**src/rtl/lsu.sv**
```systemverilog
// Load/store unit between execute and a big-endian, byte-addressed data memory.
// Define LSU_MISALIGN_EN to split misaligned 2/4-byte accesses into byte accesses.
module lsu (
    input  logic        i_clk,
    input  logic        i_rst_n,
    input  logic        i_req,
    input  logic        i_we,
    input  logic [2:0]  i_size,
    input  logic        i_sign,
    input  logic [31:0] i_addr,
    input  logic [31:0] i_wdata,
    output logic        o_ready,
    output logic        o_done,
    output logic        o_err,
    output logic [31:0] o_rdata,
    output logic [31:0] o_mem_addr,
    output logic [2:0]  o_mem_insize,
    output logic        o_mem_insign,
    output logic [2:0]  o_mem_outsize,
    output logic [31:0] o_mem_wdata,
    input  logic [31:0] i_mem_rdata
);

    typedef enum logic [1:0] {
        IDLE,
        ACCESS,
`ifdef LSU_MISALIGN_EN
        SPLIT,
`endif
        DONE
    } state_t;

    state_t state;
    logic   we_q;

    function automatic logic size_legal(input logic [2:0] s);
        return (s == 3'd1) || (s == 3'd2) || (s == 3'd4);
    endfunction

    function automatic logic is_aligned(input logic [2:0] s, input logic [31:0] a);
        case (s)
            3'd2:    return ~a[0];
            3'd4:    return (a[1:0] == 2'b00);
            default: return 1'b1;
        endcase
    endfunction

`ifdef LSU_MISALIGN_EN
    logic [2:0]  size_q;
    logic        sign_q;
    logic [31:0] wdata_q;
    logic [31:0] acc;
    logic [1:0]  k;
    logic [2:0]  field_idx;
    logic [31:0] next_acc;
    logic [31:0] ext_acc;
    logic        last;

    // Byte k of a big-endian access lives in field (size-1-k) of the right-justified word.
    function automatic logic [7:0] byte_field(input logic [31:0] d, input logic [2:0] s,
                                              input logic [1:0] kk);
        logic [2:0] idx;
        idx = s - 3'd1 - {1'b0, kk};
        return d[{idx[1:0], 3'b000} +: 8];
    endfunction

    always_comb begin
        field_idx = size_q - 3'd1 - {1'b0, k};
        next_acc  = acc | ({24'h0, i_mem_rdata[7:0]} << {field_idx[1:0], 3'b000});
        last      = ({1'b0, k} == (size_q - 3'd1));
        ext_acc   = (sign_q && (size_q == 3'd2)) ? {{16{next_acc[15]}}, next_acc[15:0]}
                                                 : next_acc;
    end
`endif

    always_ff @(posedge i_clk or negedge i_rst_n) begin
        if (!i_rst_n) begin
            state         <= IDLE;
            we_q          <= 1'b0;
            o_ready       <= 1'b1;
            o_done        <= 1'b0;
            o_err         <= 1'b0;
            o_rdata       <= 32'h0;
            o_mem_addr    <= 32'h0;
            o_mem_insize  <= 3'd0;
            o_mem_insign  <= 1'b0;
            o_mem_outsize <= 3'd0;
            o_mem_wdata   <= 32'h0;
`ifdef LSU_MISALIGN_EN
            size_q        <= 3'd0;
            sign_q        <= 1'b0;
            wdata_q       <= 32'h0;
            acc           <= 32'h0;
            k             <= 2'd0;
`endif
        end else begin
            case (state)
                IDLE: begin
                    if (i_req) begin
                        we_q    <= i_we;
                        o_ready <= 1'b0;
`ifdef LSU_MISALIGN_EN
                        size_q  <= i_size;
                        sign_q  <= i_sign;
                        wdata_q <= i_wdata;
`endif
                        if (!size_legal(i_size)) begin
                            state  <= DONE;
                            o_done <= 1'b1;
                            o_err  <= 1'b1;
                        end else if (is_aligned(i_size, i_addr)) begin
                            state      <= ACCESS;
                            o_mem_addr <= i_addr;
                            if (i_we) begin
                                o_mem_outsize <= i_size;
                                o_mem_wdata   <= i_wdata;
                            end else begin
                                o_mem_insize <= i_size;
                                o_mem_insign <= i_sign;
                            end
                        end else begin
`ifdef LSU_MISALIGN_EN
                            state      <= SPLIT;
                            k          <= 2'd0;
                            acc        <= 32'h0;
                            o_mem_addr <= i_addr;
                            if (i_we) begin
                                o_mem_outsize <= 3'd1;
                                o_mem_wdata   <= {24'h0, byte_field(i_wdata, i_size, 2'd0)};
                            end else begin
                                o_mem_insize <= 3'd1;
                                o_mem_insign <= 1'b0;
                            end
`else
                            state  <= DONE;
                            o_done <= 1'b1;
                            o_err  <= 1'b1;
`endif
                        end
                    end
                end
                ACCESS: begin
                    if (!we_q)
                        o_rdata <= i_mem_rdata;
                    o_mem_addr    <= 32'h0;
                    o_mem_insize  <= 3'd0;
                    o_mem_insign  <= 1'b0;
                    o_mem_outsize <= 3'd0;
                    o_mem_wdata   <= 32'h0;
                    state         <= DONE;
                    o_done        <= 1'b1;
                    o_err         <= 1'b0;
                end
`ifdef LSU_MISALIGN_EN
                SPLIT: begin
                    if (last) begin
                        if (!we_q)
                            o_rdata <= ext_acc;
                        o_mem_addr    <= 32'h0;
                        o_mem_insize  <= 3'd0;
                        o_mem_insign  <= 1'b0;
                        o_mem_outsize <= 3'd0;
                        o_mem_wdata   <= 32'h0;
                        state         <= DONE;
                        o_done        <= 1'b1;
                        o_err         <= 1'b0;
                    end else begin
                        acc         <= next_acc;
                        k           <= k + 2'd1;
                        o_mem_addr  <= o_mem_addr + 32'd1;
                        o_mem_wdata <= {24'h0, byte_field(wdata_q, size_q, k + 2'd1)};
                    end
                end
`endif
                DONE: begin
                    state   <= IDLE;
                    o_done  <= 1'b0;
                    o_err   <= 1'b0;
                    o_ready <= 1'b1;
                end
                default: begin
                    state   <= IDLE;
                    o_done  <= 1'b0;
                    o_err   <= 1'b0;
                    o_ready <= 1'b1;
                end
            endcase
        end
    end

endmodule

```
**config.mk**
```make
export PLATFORM = sky130hd
export DESIGN_NAME = lsu
export DESIGN_NICKNAME = d
export VERILOG_FILES = /design/src/rtl/lsu.sv
export SDC_FILE = /design/constraint.sdc
export NUM_CORES = 1
export LEC_CHECK = 0
export ABC_AREA = 1
export BUFFER_PORTS_ARGS = -buffer_cell sky130_fd_sc_hd__buf_4
export CAP_MARGIN = 20
export CELL_PAD_IN_SITES_DETAIL_PLACEMENT = 0
export CELL_PAD_IN_SITES_GLOBAL_PLACEMENT = 1
export CORE_MARGIN = 2
export CORE_UTILIZATION = 34
export DETAILED_ROUTE_END_ITERATION = 16
export PLACE_DENSITY_LB_ADDON = 0.1
export SYNTH_ARGS = -nofsm -noshare
export SYNTH_HDL_FRONTEND = slang
export SYNTH_SLANG_ARGS = --single-unit
```
**constraint.sdc**
```tcl
create_clock -name i_clk -period 1.4 [get_ports i_clk]
set_input_delay 0.28 -clock i_clk [delete_from_list [all_inputs] [get_ports i_clk]]
set_output_delay 0.28 -clock i_clk [all_outputs]
set_load 0.01 [all_outputs]
```
==> results.yml, run 1 <==
worst_hold_path:
  min-delay-start: "i_mem_rdata[31]"
  hold_class: "primary input to flip-flop"
layout:
  post-route-util_pct: 50.48
  area_growth_syn_to_layout_pct: 46.76
  num_antenna_cells: 0
  nets: 948
  drive_gt1_share_pct: 31.80
die:
  io_pins: 210
  num_rows: 44
  coreArea_um2: 14370
  floorplan.initialDensity_pct: 34.40
  die_h_um: 124.6
  die_x_um: 124.6
  dieArea_um2: 15520
power:
  intPower_uw: 9359
  comb_power_share_pct: 44.2
  p_clk_share_pct: 17.7
  finalPower_uw: 14660
  p_sw_uw: 5305
  vdd_drop_max_uv: 770.1
  p_leak_uw: 0.004223
  power.density_nw_per_um2: 2022
  seq_power_share_pct: 38.1
  swShare_pct: 36.18
detailed_routing:
  routed_wl_um: 13460
  vias_per_cell: 4.419
  drt-wirelength-per-cell_um: 13.03
  antenna_left: 0
  first_pass_iters: 4
  remaining_drc_errors: 0
  vias: 4565
  drt_iter0_markers: 169
setup_path:
  crit_path_end_kind: "flip-flop"
  reg2reg_slack_ps: 40
  crit_path_max_fanout: 22
  critPathKind: "flip-flop to flip-flop"
  crit_end: "o_mem_wdata[18]"
  worstReg2RegEnd: "o_mem_wdata[18]"
  worstPathRequired_ps: 1630
  crit_start: "state[0]"
  cp.arrival_ps: 1590
  worstRegToRegCells: 8
  r2r-start: "state[0]"
  cp-start-kind: "flip-flop"
placed_design:
  dp_hpwl_um: 9795
  pre_cts_slack_ps: -153.9
  io_buffer_count: 209
  gp_congestion: 0.8270
clocking:
  cts_inserted_buffers: 9
  cts.clk_slew.worst_paths_ps: 70
  htree_num_levels: 3
  worstSkewPairLatency_ps: 340
  clockRootBuffer: "clkbuf_16"
  cts_buffer_depth: 2
  cts.sinks: 109
  cts_tree: "built"
timing:
  setup_slack_ps: 44.06
  min_period_ps: 1356
  finalSetupTns_ps: 0
  setup_viol: 0
  worst_pin_slew_ps: 388.0
  period_share_pct: 96.85
  maxSlewViolCount: 0
  fmax_mhz: 737.5
  rsz0062_at_grt: "true"
  slew_headroom_pct: 74.14
  finalHoldViolations: 0
  skew_ps: 9.549
logic_synthesis:
  synth_seq_cells: 109
  ys_warn_count: 0
  synth.distinct_cells: 20
  synth.avg_cell_area_um2: 7.920
  syn_inst: 624
  ys_seq_area_share_pct: 55.22
  synth_nets: 728
  synthesis.area_um2: 4942
global_route:
  grt_max_degree: 36
  grt_first_pass_wirelength_um: 21860
  antenna_found_initial: 0
  gr-total-overflow: 0
  grt_util_all_layers_pct: 17.23
  first_global_vias: 4402
run_status:
  status: "finished clean"
flow_run:
  cap_violations: 0
-- critical path, cell delays in order, from the launching register on --
cell,delay [ps]
dfrtp_1,390
buf_4,150
nand2_2,80
buf_4,130
o21ai_4,50
buf_12,140
buf_12,150
nand3_1,90
nand2_1,60
-- worst min-delay path by stage --
stage | to | depth (start not counted)
3_3_place_gp | o_rdata[11] | 1
4_1_cts | o_rdata[31] | 3
3_5_place_dp | o_rdata[11] | 1
5_1_grt | o_rdata[31] | 3
2_1_floorplan | o_done | 0
6_report | o_rdata[31] | 3
-- routing by layer --
metal | vias up | GRT usage [%] | routed length, µm
met3 | 17 | 4.424 | 930
met4 | 0 | 5.882 | 248
met1 | 2100 | 22.38 | 5793
li1 | 2306 | - | -
met2 | 142 | 28.06 | 6483
met5 | - | 0 | 0
-- what timing repair did --
| action | CTS | global route |
|---|---|---|
| cloned | 0 | 1 |
| pin swaps | 1 | 1 |
| hold endpoints to repair | 20 | 0 |
| gates resized for setup | 2 | 10 |
| setup buffers | 0 | 3 |
| hold buffers | 1 | 0 |
| setup endpoints to repair | 35 | 103 |
-- power groups by stage --
stage	registers, µW	logic, µW	clock network [µW]
floorplan	6210	2320	0
global route	5800	7210	2790
detailed placement	5630	6420	0
global placement	5610	6290	0
finish	5580	6490	2590
CTS	5610	6440	2670
-- stage by stage --
step	cells	hold WS, ps	cell area, µm²
after CTS	1029	164.8	7164
after global placement	1012	220.8	6839
after global routing	1033	180.4	7253
final	1033	172.8	7253
after detailed placement	1012	221.4	6839
after floorplan	624	-15.59	4942
-- cell usage in the layout, fill, tap and decap left out, types with 2 or more instances in the layout --
master	count
clkbuf_16	9
buf_4	229
buf_12	11
nand3_1	72
o21ai_0	3
o21ai_2	2
nor2_1	72
clkbuf_8	2
clkbuf_1	2
nand2_2	3
inv_1	105
nand2_8	2
nand2_1	184
o21ai_1	31
dfrtp_1	108
inv_2	2
-- sequential cells by signal (all words and copies together) (netlist names) --
register	flops
o_done	1
o_err	1
o_mem_outsize	3
o_rdata	32
state	2
o_ready	1
we_q	1
o_mem_wdata	32
o_mem_insign	1
o_mem_insize	3
o_mem_addr	32
-- synthesized netlist by cell type --
cell,count,share of area [%]
dfrtp_1,108,55
inv_1,105,8.0
o21ai_4,1,0.33
inv_2,2,0.15
nand2_4,1,0.23
a21boi_0,1,0.15
dfstp_2,1,0.53
clkbuf_1,4,0.30
buf_4,14,2.1
nand2_1,187,14
nor2_1,73,5.5
buf_1,2,0.15
buf_2,8,0.81
o21ai_1,31,3.1
nand2_2,1,0.13
or2_1,1,0.13
o21ai_0,3,0.30
nand3_1,73,7.4
o21ai_2,2,0.35
buf_6,6,1.4
-- cells by family (layout without fill, tap and decap cells) --
| group | after synthesis | after routing | synth area share, % |
|---|---|---|---|
| buffers and inverters | 141 | 365 | 12.89 |
| AO/OA/AOI/OAI | 38 | 38 | 4.279 |
| AND/OR/NAND/NOR | 336 | 337 | 27.62 |
| flip-flops | 109 | 109 | 55.22 |
-- final cells by class --
class | instances | area [µm²]
Timing Repair Buffer | 242 | 1961
Fill cell | 1451 | 7116
Clock buffer | 13 | 260.3
Inverter | 107 | 401.6
Sequential cell | 109 | 2729
Multi-Input combinational cell | 375 | 1628
Tap cell | 184 | 230.2
Clock inverter | 3 | 43.79
Power figures use the tool's default switching activity.
==> inputs of run 2 (changes only) <==
==> config.mk (replaced) <==
export PLATFORM = sky130hd
export DESIGN_NAME = lsu
export DESIGN_NICKNAME = d
export VERILOG_FILES = /design/src/rtl/lsu.sv
export SDC_FILE = /design/constraint.sdc
export NUM_CORES = 1
export LEC_CHECK = 0
export ABC_AREA = 1
export BUFFER_PORTS_ARGS = -buffer_cell sky130_fd_sc_hd__buf_4
export CAP_MARGIN = 20
export CORE_MARGIN = 2
export CORE_UTILIZATION = 48
export DETAILED_ROUTE_END_ITERATION = 16
export PLACE_DENSITY = 0.8
export SKIP_CTS_REPAIR_TIMING = 1
export SLEW_MARGIN = 20
export SYNTH_ARGS = -nofsm -noshare
export SYNTH_HDL_FRONTEND = slang
export SYNTH_SLANG_ARGS = --single-unit
==> run 2 against run 1 <==
The run now ends with setup timing left. Global-route usage up 5.6 points. Via count grew 5.6%. Clock power is 25% lower. Core utilization rose by 21 points. Clock skew rose by 7.4 ps. Largest power group unchanged.
==> results.yml, run 2 (synthesis results as in run 1) <==
setup_path:
  crit_path_end_kind: "flip-flop"
  crit_path_max_fanout: 5
  worstPathRequired_ps: 1710
  cp-start-kind: "flip-flop"
  path_cells: "inv_2, nand2_2, o21ai_4, clkbuf_16, buf_6, nand3_1, nand2_1"
  critical_path.max_stage_delay_ps: 420
  cp.arrival_ps: 1730
  critPathKind: "flip-flop to flip-flop"
  cp_slowest_cell: "dfrtp_1"
global_route:
  grt_util_all_layers_pct: 22.79
  antenna_found_initial: 0
  grt_max_degree: 65
  gr-total-overflow: 0
  first_global_vias: 4509
  grt_first_pass_wirelength_um: 20550
die:
  die_h_um: 105.5
  io_pins: 210
  floorplan.initialDensity_pct: 48.75
  coreArea_um2: 10140
  num_rows: 37
  dieArea_um2: 11120
  die_x_um: 105.5
layout:
  fin_area_um2: 7208
  drive_gt1_share_pct: 32.71
  nets: 955
  multi_input_area_um2: 1644
  seqCellArea_um2: 2729
  layout_common_cells: "buf_4, nand2_1, dfrtp_1"
  area_growth_syn_to_layout_pct: 45.85
  final_common_cell: "buf_4"
  fillCellCount: 785
  reg.largest.list: "o_mem_addr x32, o_mem_wdata x32, o_rdata x32"
  num_antenna_cells: 0
timing:
  finalSetupTns_ps: -20.57
  maxSlewViolCount: 0
  slew_headroom_pct: 78.63
  rsz0062_at_grt: "true"
  whs_ps: 143.4
  setup_slack_ps: -20.57
  period_share_pct: 101.5
  finalHoldViolations: 0
  worst_pin_slew_ps: 320.6
  min_period_ps: 1421
  setup_viol: 1
  skew_ps: 16.98
  fmax_mhz: 703.9
clocking:
  cts.sinks: 109
  cts_buffer_depth: 2
  cts_inserted_buffers: 9
  clockRootBuffer: "clkbuf_8"
  worstSkewPairLatency_ps: 390
  cts.clk_slew.worst_paths_ps: 100
  htree_num_levels: 3
  cts_tree: "built"
detailed_routing:
  drt_iter0_markers: 385
  vias_per_cell: 4.861
  remaining_drc_errors: 0
  first_pass_iters: 4
  vias: 4822
  drt-wirelength-per-cell_um: 13.94
  antenna_left: 0
  routed_wl_um: 13830
worst_hold_path:
  hold_class: "primary input to flip-flop"
power:
  vdd_drop_max_uv: 971.3
  p_leak_uw: 0.004232
  power.density_nw_per_um2: 1981
placed_design:
  io_buffer_count: 209
  gp_congestion: 0.7931
  placed_cell_area_um2: 6691
  dp_hpwl_um: 9300
flow_run:
  cap_violations: 0
run_status:
  status: "finished with violations"
  violations: "setup timing"
-- run 2: final cells by class --
| class | instances | area share, % |
|---|---|---|
| Sequential cell | 109 | 37.86 |
| Timing Repair Buffer | 248 | 28.62 |
| Multi-Input combinational cell | 376 | 22.81 |
| Inverter | 107 | 5.572 |
| Tap cell | 136 | 2.361 |
| Clock buffer | 10 | 1.771 |
| Clock inverter | 6 | 1.007 |
-- run 2: worst paths after layout --
path	startpoint	to	slack, ps	cells after the start
max	state[1]	o_mem_wdata[15]	-20	7
min	i_mem_rdata[31]	o_rdata[31]	140	3
max reg2reg	state[1]	o_mem_wdata[15]	-20	7
min reg2reg	o_mem_addr[13]	o_mem_addr[13]	480	2
max in group asynchronous	i_rst_n	o_ready	650	3
min in group asynchronous	i_rst_n	o_rdata[24]	430	3
-- run 2: per-stage QoR --
stage / util, % / setup slack (ps) / power [µW] / cells
6_report: 71.10 / -20.57 / 14280 / 992
5_1_grt: 71.10 / -97.23 / 15200 / 992
4_1_cts: 67.97 / -47.00 / 13850 / 975
3_5_place_dp: 66.00 / -161.9 / 11910 / 959
3_3_place_gp: 66.00 / -103.4 / 11650 / 959
2_1_floorplan: - / 103.6 / 8530 / 624
-- run 2: critical path: cells and delay by family (launching register included) --
family	cells	cell delay, ps
buffers and inverters	3	440
flip-flops	1	420
AND/OR/NAND/NOR	3	270
AO/OA/AOI/OAI	1	220
-- run 2: power by group --
part	internal, µW	switching [µW]
logic	3300	3430
registers	4670	919
clock network	848	1100
-- run 2: metal layers --
layer	track usage (%)	vias up	wire length [µm]
met5	0	-	0
met4	9.333	0	272
met3	5.071	26	1028
met2	37.24	201	6845
met1	29.41	2265	5681
li1	-	2330	-
